File: config.mk
export PLATFORM = sky130hd
export DESIGN_NAME = rpn_sequencer_flat
export DESIGN_NICKNAME = d
export VERILOG_FILES = /design/src/rtl/rpn_pkg.sv /design/src/rtl/rpn_sequencer_if.sv /design/src/rtl/rpn_sequencer.sv /design/src/flat_wrapper.sv
export SDC_FILE = /design/constraint.sdc
export NUM_CORES = 1
export LEC_CHECK = 0
export CAP_MARGIN = 20
export CORE_ASPECT_RATIO = 1.1
export CORE_UTILIZATION = 55
export DETAILED_ROUTE_END_ITERATION = 8
export PLACE_DENSITY = 0.88
export SLEW_MARGIN = 20
export SYNTH_ARGS = -nofsm -noshare
export SYNTH_HDL_FRONTEND = slang
export SYNTH_SLANG_ARGS = --single-unit
File: constraint.sdc
create_clock -name clk -period 5.06 [get_ports clk]
set_clock_uncertainty 0.1 [all_clocks]
set_input_delay 1.012 -clock clk [delete_from_list [all_inputs] [get_ports clk]]
set_output_delay 1.012 -clock clk [all_outputs]
set_load 0.02 [all_outputs]
File: src/rtl/rpn_pkg.sv
// rpn_pkg: shared stack opcodes, token/error encodings and FSM state names
// for the RPN sequencer and its testbench.
package rpn_pkg;

    localparam logic [2:0] OP_NOP  = 3'b000;
    localparam logic [2:0] OP_ADD  = 3'b100;
    localparam logic [2:0] OP_MUL  = 3'b101;
    localparam logic [2:0] OP_PUSH = 3'b110;
    localparam logic [2:0] OP_POP  = 3'b111;

    typedef enum logic [1:0] {
        TK_OPND = 2'b00,
        TK_ADD  = 2'b01,
        TK_MUL  = 2'b10,
        TK_END  = 2'b11
    } tok_kind_e;

    typedef enum logic [1:0] {
        ERR_NONE  = 2'b00,
        ERR_UNDER = 2'b01,
        ERR_FULL  = 2'b10,
        ERR_END   = 2'b11
    } err_code_e;

    typedef enum logic [2:0] {
        S_RUN     = 3'd0,
        S_POP     = 3'd1,
        S_CAPT    = 3'd2,
        S_DONE    = 3'd3,
        S_FLUSH   = 3'd4,
        S_DISCARD = 3'd5
    } state_e;

endpackage

File: src/rtl/rpn_sequencer_if.sv
// rpn_sequencer_if: token stream, stack command/status and result channels.
// master is the sequencer side; slave is the token source, stack and result consumer.
interface rpn_sequencer_if #(
    parameter int WIDTH = 4
);
    logic             tok_valid;
    logic             tok_ready;
    logic [1:0]       tok_kind;
    logic [WIDTH-1:0] tok_value;
    logic [2:0]       stk_opcode;
    logic [WIDTH-1:0] stk_data;
    logic [WIDTH-1:0] stk_out;
    logic             stk_full;
    logic             stk_empty;
    logic             stk_overflow;
    logic             res_valid;
    logic             res_ready;
    logic [WIDTH-1:0] res_data;
    logic             res_ovf;
    logic             err;
    logic [1:0]       err_code;

    modport master (
        input  tok_valid, tok_kind, tok_value,
        input  stk_out, stk_full, stk_empty, stk_overflow,
        input  res_ready,
        output tok_ready, stk_opcode, stk_data,
        output res_valid, res_data, res_ovf, err, err_code
    );

    modport slave (
        output tok_valid, tok_kind, tok_value,
        output stk_out, stk_full, stk_empty, stk_overflow,
        output res_ready,
        input  tok_ready, stk_opcode, stk_data,
        input  res_valid, res_data, res_ovf, err, err_code
    );
endinterface

File: src/rtl/rpn_sequencer.sv
// rpn_sequencer: turns an RPN token stream into one-cycle stack commands and returns each result.
// Build macro RPN_SEQ_STATS_EN adds saturating 16-bit expr_cnt/err_cnt outputs.
module rpn_sequencer
    import rpn_pkg::*;
#(
    parameter int DEPTH = 256,
    parameter int WIDTH = 4
) (
    input  logic            clk,
    input  logic            rst,
    rpn_sequencer_if.master bus
`ifdef RPN_SEQ_STATS_EN
    ,
    output logic [15:0]     expr_cnt,
    output logic [15:0]     err_cnt
`endif
);

    localparam int            DW        = $clog2(DEPTH + 1);
    localparam logic [DW-1:0] DEPTH_MAX = DW'(DEPTH);

    localparam logic [2:0] ST_RUN     = S_RUN;
    localparam logic [2:0] ST_POP     = S_POP;
    localparam logic [2:0] ST_CAPT    = S_CAPT;
    localparam logic [2:0] ST_DONE    = S_DONE;
    localparam logic [2:0] ST_FLUSH   = S_FLUSH;
    localparam logic [2:0] ST_DISCARD = S_DISCARD;

    logic [2:0]       state;
    logic [DW-1:0]    depth;
    logic [2:0]       opcode_q;
    logic [WIDTH-1:0] data_q;
    logic [WIDTH-1:0] res_data_q;
    logic             res_ovf_q;
    logic             err_q;
    logic [1:0]       err_code_q;
    logic             end_err_q;

    tok_kind_e  kind;
    logic [2:0] run_op;
    err_code_e  run_err;
    logic       tok_ready;
    logic       err_hit;
    logic       ovf_window;

    // Decide what the current token would do against the tracked depth.
    always_comb begin
        kind    = tok_kind_e'(bus.tok_kind);
        run_op  = OP_NOP;
        run_err = ERR_NONE;
        case (kind)
            TK_OPND: if (depth == DEPTH_MAX) run_err = ERR_FULL;  else run_op = OP_PUSH;
            TK_ADD:  if (depth < DW'(2))     run_err = ERR_UNDER; else run_op = OP_ADD;
            TK_MUL:  if (depth < DW'(2))     run_err = ERR_UNDER; else run_op = OP_MUL;
            default: if (depth != DW'(1))    run_err = ERR_END;   else run_op = OP_POP;
        endcase
    end

    assign tok_ready  = (state == ST_RUN) || (state == ST_DISCARD);
    assign err_hit    = (state == ST_RUN) && bus.tok_valid && (run_err != ERR_NONE);
    assign ovf_window = (state == ST_RUN) || (state == ST_POP) || (state == ST_CAPT);

    always_ff @(posedge clk) begin
        if (rst) begin
            state      <= ST_RUN;
            depth      <= '0;
            opcode_q   <= OP_NOP;
            data_q     <= '0;
            res_data_q <= '0;
            res_ovf_q  <= 1'b0;
            err_q      <= 1'b0;
            err_code_q <= ERR_NONE;
            end_err_q  <= 1'b0;
        end else begin
            opcode_q <= OP_NOP;
            if (ovf_window && bus.stk_overflow) res_ovf_q <= 1'b1;
            case (state)
                ST_RUN: begin
                    if (err_hit) begin
                        err_q      <= 1'b1;
                        err_code_q <= run_err;
                        end_err_q  <= (kind == TK_END);
                        // A rejected end token already closed the expression, so nothing to discard.
                        if (depth != '0)        state <= ST_FLUSH;
                        else if (kind != TK_END) state <= ST_DISCARD;
                    end else if (bus.tok_valid) begin
                        opcode_q <= run_op;
                        case (kind)
                            TK_OPND: begin
                                data_q <= bus.tok_value;
                                depth  <= depth + DW'(1);
                            end
                            TK_END: begin
                                depth <= '0;
                                state <= ST_POP;
                            end
                            default: depth <= depth - DW'(1);
                        endcase
                    end
                end
                ST_POP:  state <= ST_CAPT;
                ST_CAPT: begin
                    res_data_q <= bus.stk_out;
                    state      <= ST_DONE;
                end
                ST_DONE: begin
                    if (bus.res_ready) begin
                        res_ovf_q  <= 1'b0;
                        err_q      <= 1'b0;
                        err_code_q <= ERR_NONE;
                        state      <= ST_RUN;
                    end
                end
                ST_FLUSH: begin
                    opcode_q <= OP_POP;
                    depth    <= depth - DW'(1);
                    if (depth == DW'(1)) state <= end_err_q ? ST_RUN : ST_DISCARD;
                end
                ST_DISCARD: begin
                    if (bus.tok_valid && kind == TK_END) state <= ST_RUN;
                end
                default: state <= ST_RUN;
            endcase
        end
    end

    assign bus.tok_ready  = tok_ready;
    assign bus.stk_opcode = opcode_q;
    assign bus.stk_data   = data_q;
    assign bus.res_valid  = (state == ST_DONE);
    assign bus.res_data   = res_data_q;
    assign bus.res_ovf    = res_ovf_q;
    assign bus.err        = err_q;
    assign bus.err_code   = err_code_q;

`ifdef RPN_SEQ_STATS_EN
    always_ff @(posedge clk) begin
        if (rst) begin
            expr_cnt <= '0;
            err_cnt  <= '0;
        end else begin
            if (state == ST_DONE && bus.res_ready && expr_cnt != 16'hFFFF)
                expr_cnt <= expr_cnt + 16'd1;
            if (err_hit && err_cnt != 16'hFFFF)
                err_cnt <= err_cnt + 16'd1;
        end
    end
`endif

endmodule

File: src/flat_wrapper.sv
// flat-port wrapper written by rule: the top's interface ports become plain ports
module rpn_sequencer_flat import rpn_pkg::*;
#(
    parameter int DEPTH = 256,
    parameter int WIDTH = 4
)
  (clk, rst, bus_tok_valid, bus_tok_kind, bus_tok_value, bus_stk_out, bus_stk_full, bus_stk_empty, bus_stk_overflow, bus_res_ready, bus_tok_ready, bus_stk_opcode, bus_stk_data, bus_res_valid, bus_res_data, bus_res_ovf, bus_err, bus_err_code);
  rpn_sequencer_if #(.WIDTH(WIDTH)) bus_i ();
  input  logic clk;
  input  logic rst;
  input wire logic [$bits(bus_i.tok_valid)-1:0] bus_tok_valid;
  input wire logic [$bits(bus_i.tok_kind)-1:0] bus_tok_kind;
  input wire logic [$bits(bus_i.tok_value)-1:0] bus_tok_value;
  input wire logic [$bits(bus_i.stk_out)-1:0] bus_stk_out;
  input wire logic [$bits(bus_i.stk_full)-1:0] bus_stk_full;
  input wire logic [$bits(bus_i.stk_empty)-1:0] bus_stk_empty;
  input wire logic [$bits(bus_i.stk_overflow)-1:0] bus_stk_overflow;
  input wire logic [$bits(bus_i.res_ready)-1:0] bus_res_ready;
  output wire logic [$bits(bus_i.tok_ready)-1:0] bus_tok_ready;
  output wire logic [$bits(bus_i.stk_opcode)-1:0] bus_stk_opcode;
  output wire logic [$bits(bus_i.stk_data)-1:0] bus_stk_data;
  output wire logic [$bits(bus_i.res_valid)-1:0] bus_res_valid;
  output wire logic [$bits(bus_i.res_data)-1:0] bus_res_data;
  output wire logic [$bits(bus_i.res_ovf)-1:0] bus_res_ovf;
  output wire logic [$bits(bus_i.err)-1:0] bus_err;
  output wire logic [$bits(bus_i.err_code)-1:0] bus_err_code;
  assign bus_i.tok_valid = bus_tok_valid;
  assign bus_i.tok_kind = bus_tok_kind;
  assign bus_i.tok_value = bus_tok_value;
  assign bus_i.stk_out = bus_stk_out;
  assign bus_i.stk_full = bus_stk_full;
  assign bus_i.stk_empty = bus_stk_empty;
  assign bus_i.stk_overflow = bus_stk_overflow;
  assign bus_i.res_ready = bus_res_ready;
  assign bus_tok_ready = bus_i.tok_ready;
  assign bus_stk_opcode = bus_i.stk_opcode;
  assign bus_stk_data = bus_i.stk_data;
  assign bus_res_valid = bus_i.res_valid;
  assign bus_res_data = bus_i.res_data;
  assign bus_res_ovf = bus_i.res_ovf;
  assign bus_err = bus_i.err;
  assign bus_err_code = bus_i.err_code;
  rpn_sequencer #(.DEPTH(DEPTH), .WIDTH(WIDTH)) u_core (.clk(clk), .rst(rst), .bus(bus_i));
endmodule
==> out/metrics.cfg <==
[run_status]
run_status = complete, no violations

[critical_path]
cp_data_required_time_ns = 5.22
crit_path_end_kind = flip-flop
timing.critical_path.fanout_max = 16
worstSetupStartpointType = input pin
crit_chain = clkdlybuf4s50_1 > ha_1 > nand2b_1 > or4_1 > o311ai_4 > o21ai_2 > o211ai_1 > a32o_1
crit_path_top_delay_cell = sky130_fd_sc_hd__o21ai_2
crit_arrival_ns = 3.56
crit_type = in -> reg
slowest_delay_ns = 0.60
crit_buf_inv = 1
crit_family = compound AO/OA/AOI/OAI gates
reg2reg_slack_ns = 1.91

[floorplanning]
die-width_um = 55.8
die_boundary_height_um = 61.1
floorplan.initialDensity = 0.574
io_pins = 34
rows = 21
floorplan.die_area_um2 = 3410
design.core.area_um2 = 3050

[routing]
post-route-drc-count = 0
dr.pass1.iters = 4
antenna_left = 0
vias = 1707
post_drt_via_cell_ratio = 6.28
drt-initial-drc-count = 97
totalWireLength_um = 3950
wl_per_cell_um = 14.5

[timing]
postLayoutSetupSlackWorst_ns = 1.66
hold_viol_final = 0
period_share = 0.672
rsz0062_at_grt = no
final.setup.tns_ns = 0
final.min_clock_period_ns = 3.40
max_slew.worst_pin.slew_ns = 0.678
worst_slew_margin_rel = 0.545
final-setup-viol-count = 0
max_freq_mhz = 294
final-max-slew-violation-count = 0

[clocking]
cts_post_setup_buffers_inserted = 0
register_clock_pin_slew_on_the_reported_worst_setup_and_hold_paths_ns = 0.17
cts_hold_buf = 0
clk-insertion-delay-late_ns = 0.35
maximum_clock_path_buffer_count = 2
tritoncts = yes
num_cts_buffers = 3
post_cts_resize_count = 0
cts_num_sinks = 28
cts_htree_levels = 1
buffer_type_at_the_clock_tree_root = sky130_fd_sc_hd__clkbuf_4

[final_layout]
final_layout_size_suffix_gt1_frac = 0.0756
postLayoutCoreUtil = 0.695
final_cell_area_um2 = 2120
antenna_cells = 0
finalNetCount = 264
nFillCells = 251
syn_to_final_growth_pct = 21.1

[yosys]
synth_top_area_share = 0.320
synthesized_flop_and_latch_total = 28
synthesis.area_um2 = 1750
synthesis.area_per_instance_um2 = 8.17
ys_top_cells_by_count = sky130_fd_sc_hd__dfxtp_1, sky130_fd_sc_hd__nor2_1, sky130_fd_sc_hd__nand2_1, sky130_fd_sc_hd__a21oi_1
synth_most_common_cell = sky130_fd_sc_hd__dfxtp_1
synth-warning-count = 0
synth.lib_cells_used.distinct = 50
synth-main-ff-cell = sky130_fd_sc_hd__dfxtp_1
yosysSeqAreaShare = 0.320
synth_nets = 239
synth_top_cell_by_area = sky130_fd_sc_hd__dfxtp_1
synth.area.top_cells = sky130_fd_sc_hd__dfxtp_1, sky130_fd_sc_hd__ha_1, sky130_fd_sc_hd__mux2i_1
synthCells = 214
post_synth_arst_share = 0
synth-edff-count = 0

[global_routing]
first_global_vias = 1453
pin_count_of_the_biggest_net_entering_global_routing = 28
track_usage = 0.244
wire_length_of_the_first_global_routing_pass_um = 6570
grt_overflow = 0
antenna_found_initial = 0

[placed_design]
port_buffers = 31
pre_cts_slack_ns = 1.32
place_hpwl_um = 2740
dpl-instance-area_um2 = 2070
finalWeightedCongestion = 0.872

[power]
power.static_leakage_nw = 0.800
power.ir.vdd_worst_mv = 0.364
cellPowerDensity_nw_per_um2 = 599
total_power_mw = 1.27

[job]
maxCapViolCount = 0

[hold_path]
timing.hold.worst.class = reg -> reg

[stage by stage]
step                std cells  hold slack (ns)
floorplan                 214            0.383
CTS                       272            0.379
finish                    272            0.371
global placement          268            0.336
detailed placement        268            0.345
global route              272            0.432
[report_power, final]
part	total [mW]	internal, mW	switching [mW]
registers	0.385	0.287	0.0980
clock network	0.154	0.0802	0.0741
logic	0.729	0.320	0.409
[routing by layer]
layer	track usage	routed length [µm]	vias up
met5	0	0	-
met4	0.107	76	0
met3	0.0252	222	7
met2	0.422	1940	59
met1	0.317	1710	801
li1	-	-	840
[layout make-up]
type / instances / area, µm² / share of cell area
Multi-Input combinational cell: 161 / 1090 / 0.516
Sequential cell: 28 / 561 / 0.265
Timing Repair Buffer: 33 / 325 / 0.154
Inverter: 12 / 45.0 / 0.0213
Tap cell: 34 / 42.5 / 0.0201
Clock inverter: 1 / 30.0 / 0.0142
Clock buffer: 3 / 22.5 / 0.0106
[path summary, 6_finish.rpt]
check,cells after the start,end,startpoint
min,2,u_core.bus.err,u_core.bus.err
max,8,u_core.depth[7],bus_tok_kind[0]
min reg2reg,2,u_core.bus.err,u_core.bus.err
max reg2reg,6,u_core.depth[7],u_core.depth[2]
[logic make-up (layout without fill, tap and decap cells)]
logic type               after synthesis  count (layout)  share of synthesized area
AND/OR/NAND/NOR                       79              79                      0.232
flip-flops                            28              28                      0.320
AO/OA/AOI/OAI                         62              62                      0.269
adder cells (fa/ha/maj)                8               8                     0.0572
multiplexers                           9               9                     0.0515
buffers and inverters                 25              49                     0.0551
XOR/XNOR                               3               3                     0.0150
[state kept, by name, indices dropped and copies added, names as in the netlist]
| name | cells |
|---|---|
| u_core.state | 3 |
| u_core.bus.err | 1 |
| u_core.bus.stk_data | 4 |
| u_core.bus.res_ovf | 1 |
| u_core.bus.err_code | 2 |
| u_core.end_err_q | 1 |
| u_core.bus.stk_opcode | 3 |
| u_core.bus.res_data | 4 |
| u_core.depth | 9 |
[cells in the final DEF (no fill, tap or decap), types with 4 or more instances in the layout]
| master | synthesis | layout |
|---|---|---|
| sky130_fd_sc_hd__clkdlybuf4s50_1 | 0 | 31 |
| sky130_fd_sc_hd__a21oi_1 | 14 | 14 |
| sky130_fd_sc_hd__inv_1 | 12 | 12 |
| sky130_fd_sc_hd__nor2_1 | 20 | 20 |
| sky130_fd_sc_hd__o32ai_1 | 4 | 4 |
| sky130_fd_sc_hd__or4_1 | 4 | 4 |
| sky130_fd_sc_hd__o22ai_1 | 4 | 4 |
| sky130_fd_sc_hd__ha_1 | 8 | 8 |
| sky130_fd_sc_hd__o211ai_1 | 4 | 4 |
| sky130_fd_sc_hd__nand3_1 | 12 | 12 |
| sky130_fd_sc_hd__o21ai_0 | 8 | 8 |
| sky130_fd_sc_hd__dfxtp_1 | 28 | 28 |
| sky130_fd_sc_hd__mux2i_1 | 9 | 9 |
| sky130_fd_sc_hd__nand2_1 | 16 | 16 |
| sky130_fd_sc_hd__and3_1 | 4 | 4 |
[worst reg2reg max path, cell delays in order (launching register included)]
cell and delay (ns):
sky130_fd_sc_hd__dfxtp_1 0.44, sky130_fd_sc_hd__or4_1 0.73, sky130_fd_sc_hd__o41ai_4 0.50, sky130_fd_sc_hd__o311ai_4 0.23, sky130_fd_sc_hd__o21ai_2 0.60, sky130_fd_sc_hd__o211ai_1 0.17
sky130_fd_sc_hd__a32o_1 0.30
Note: power is estimated with default switching activity, not from simulation.
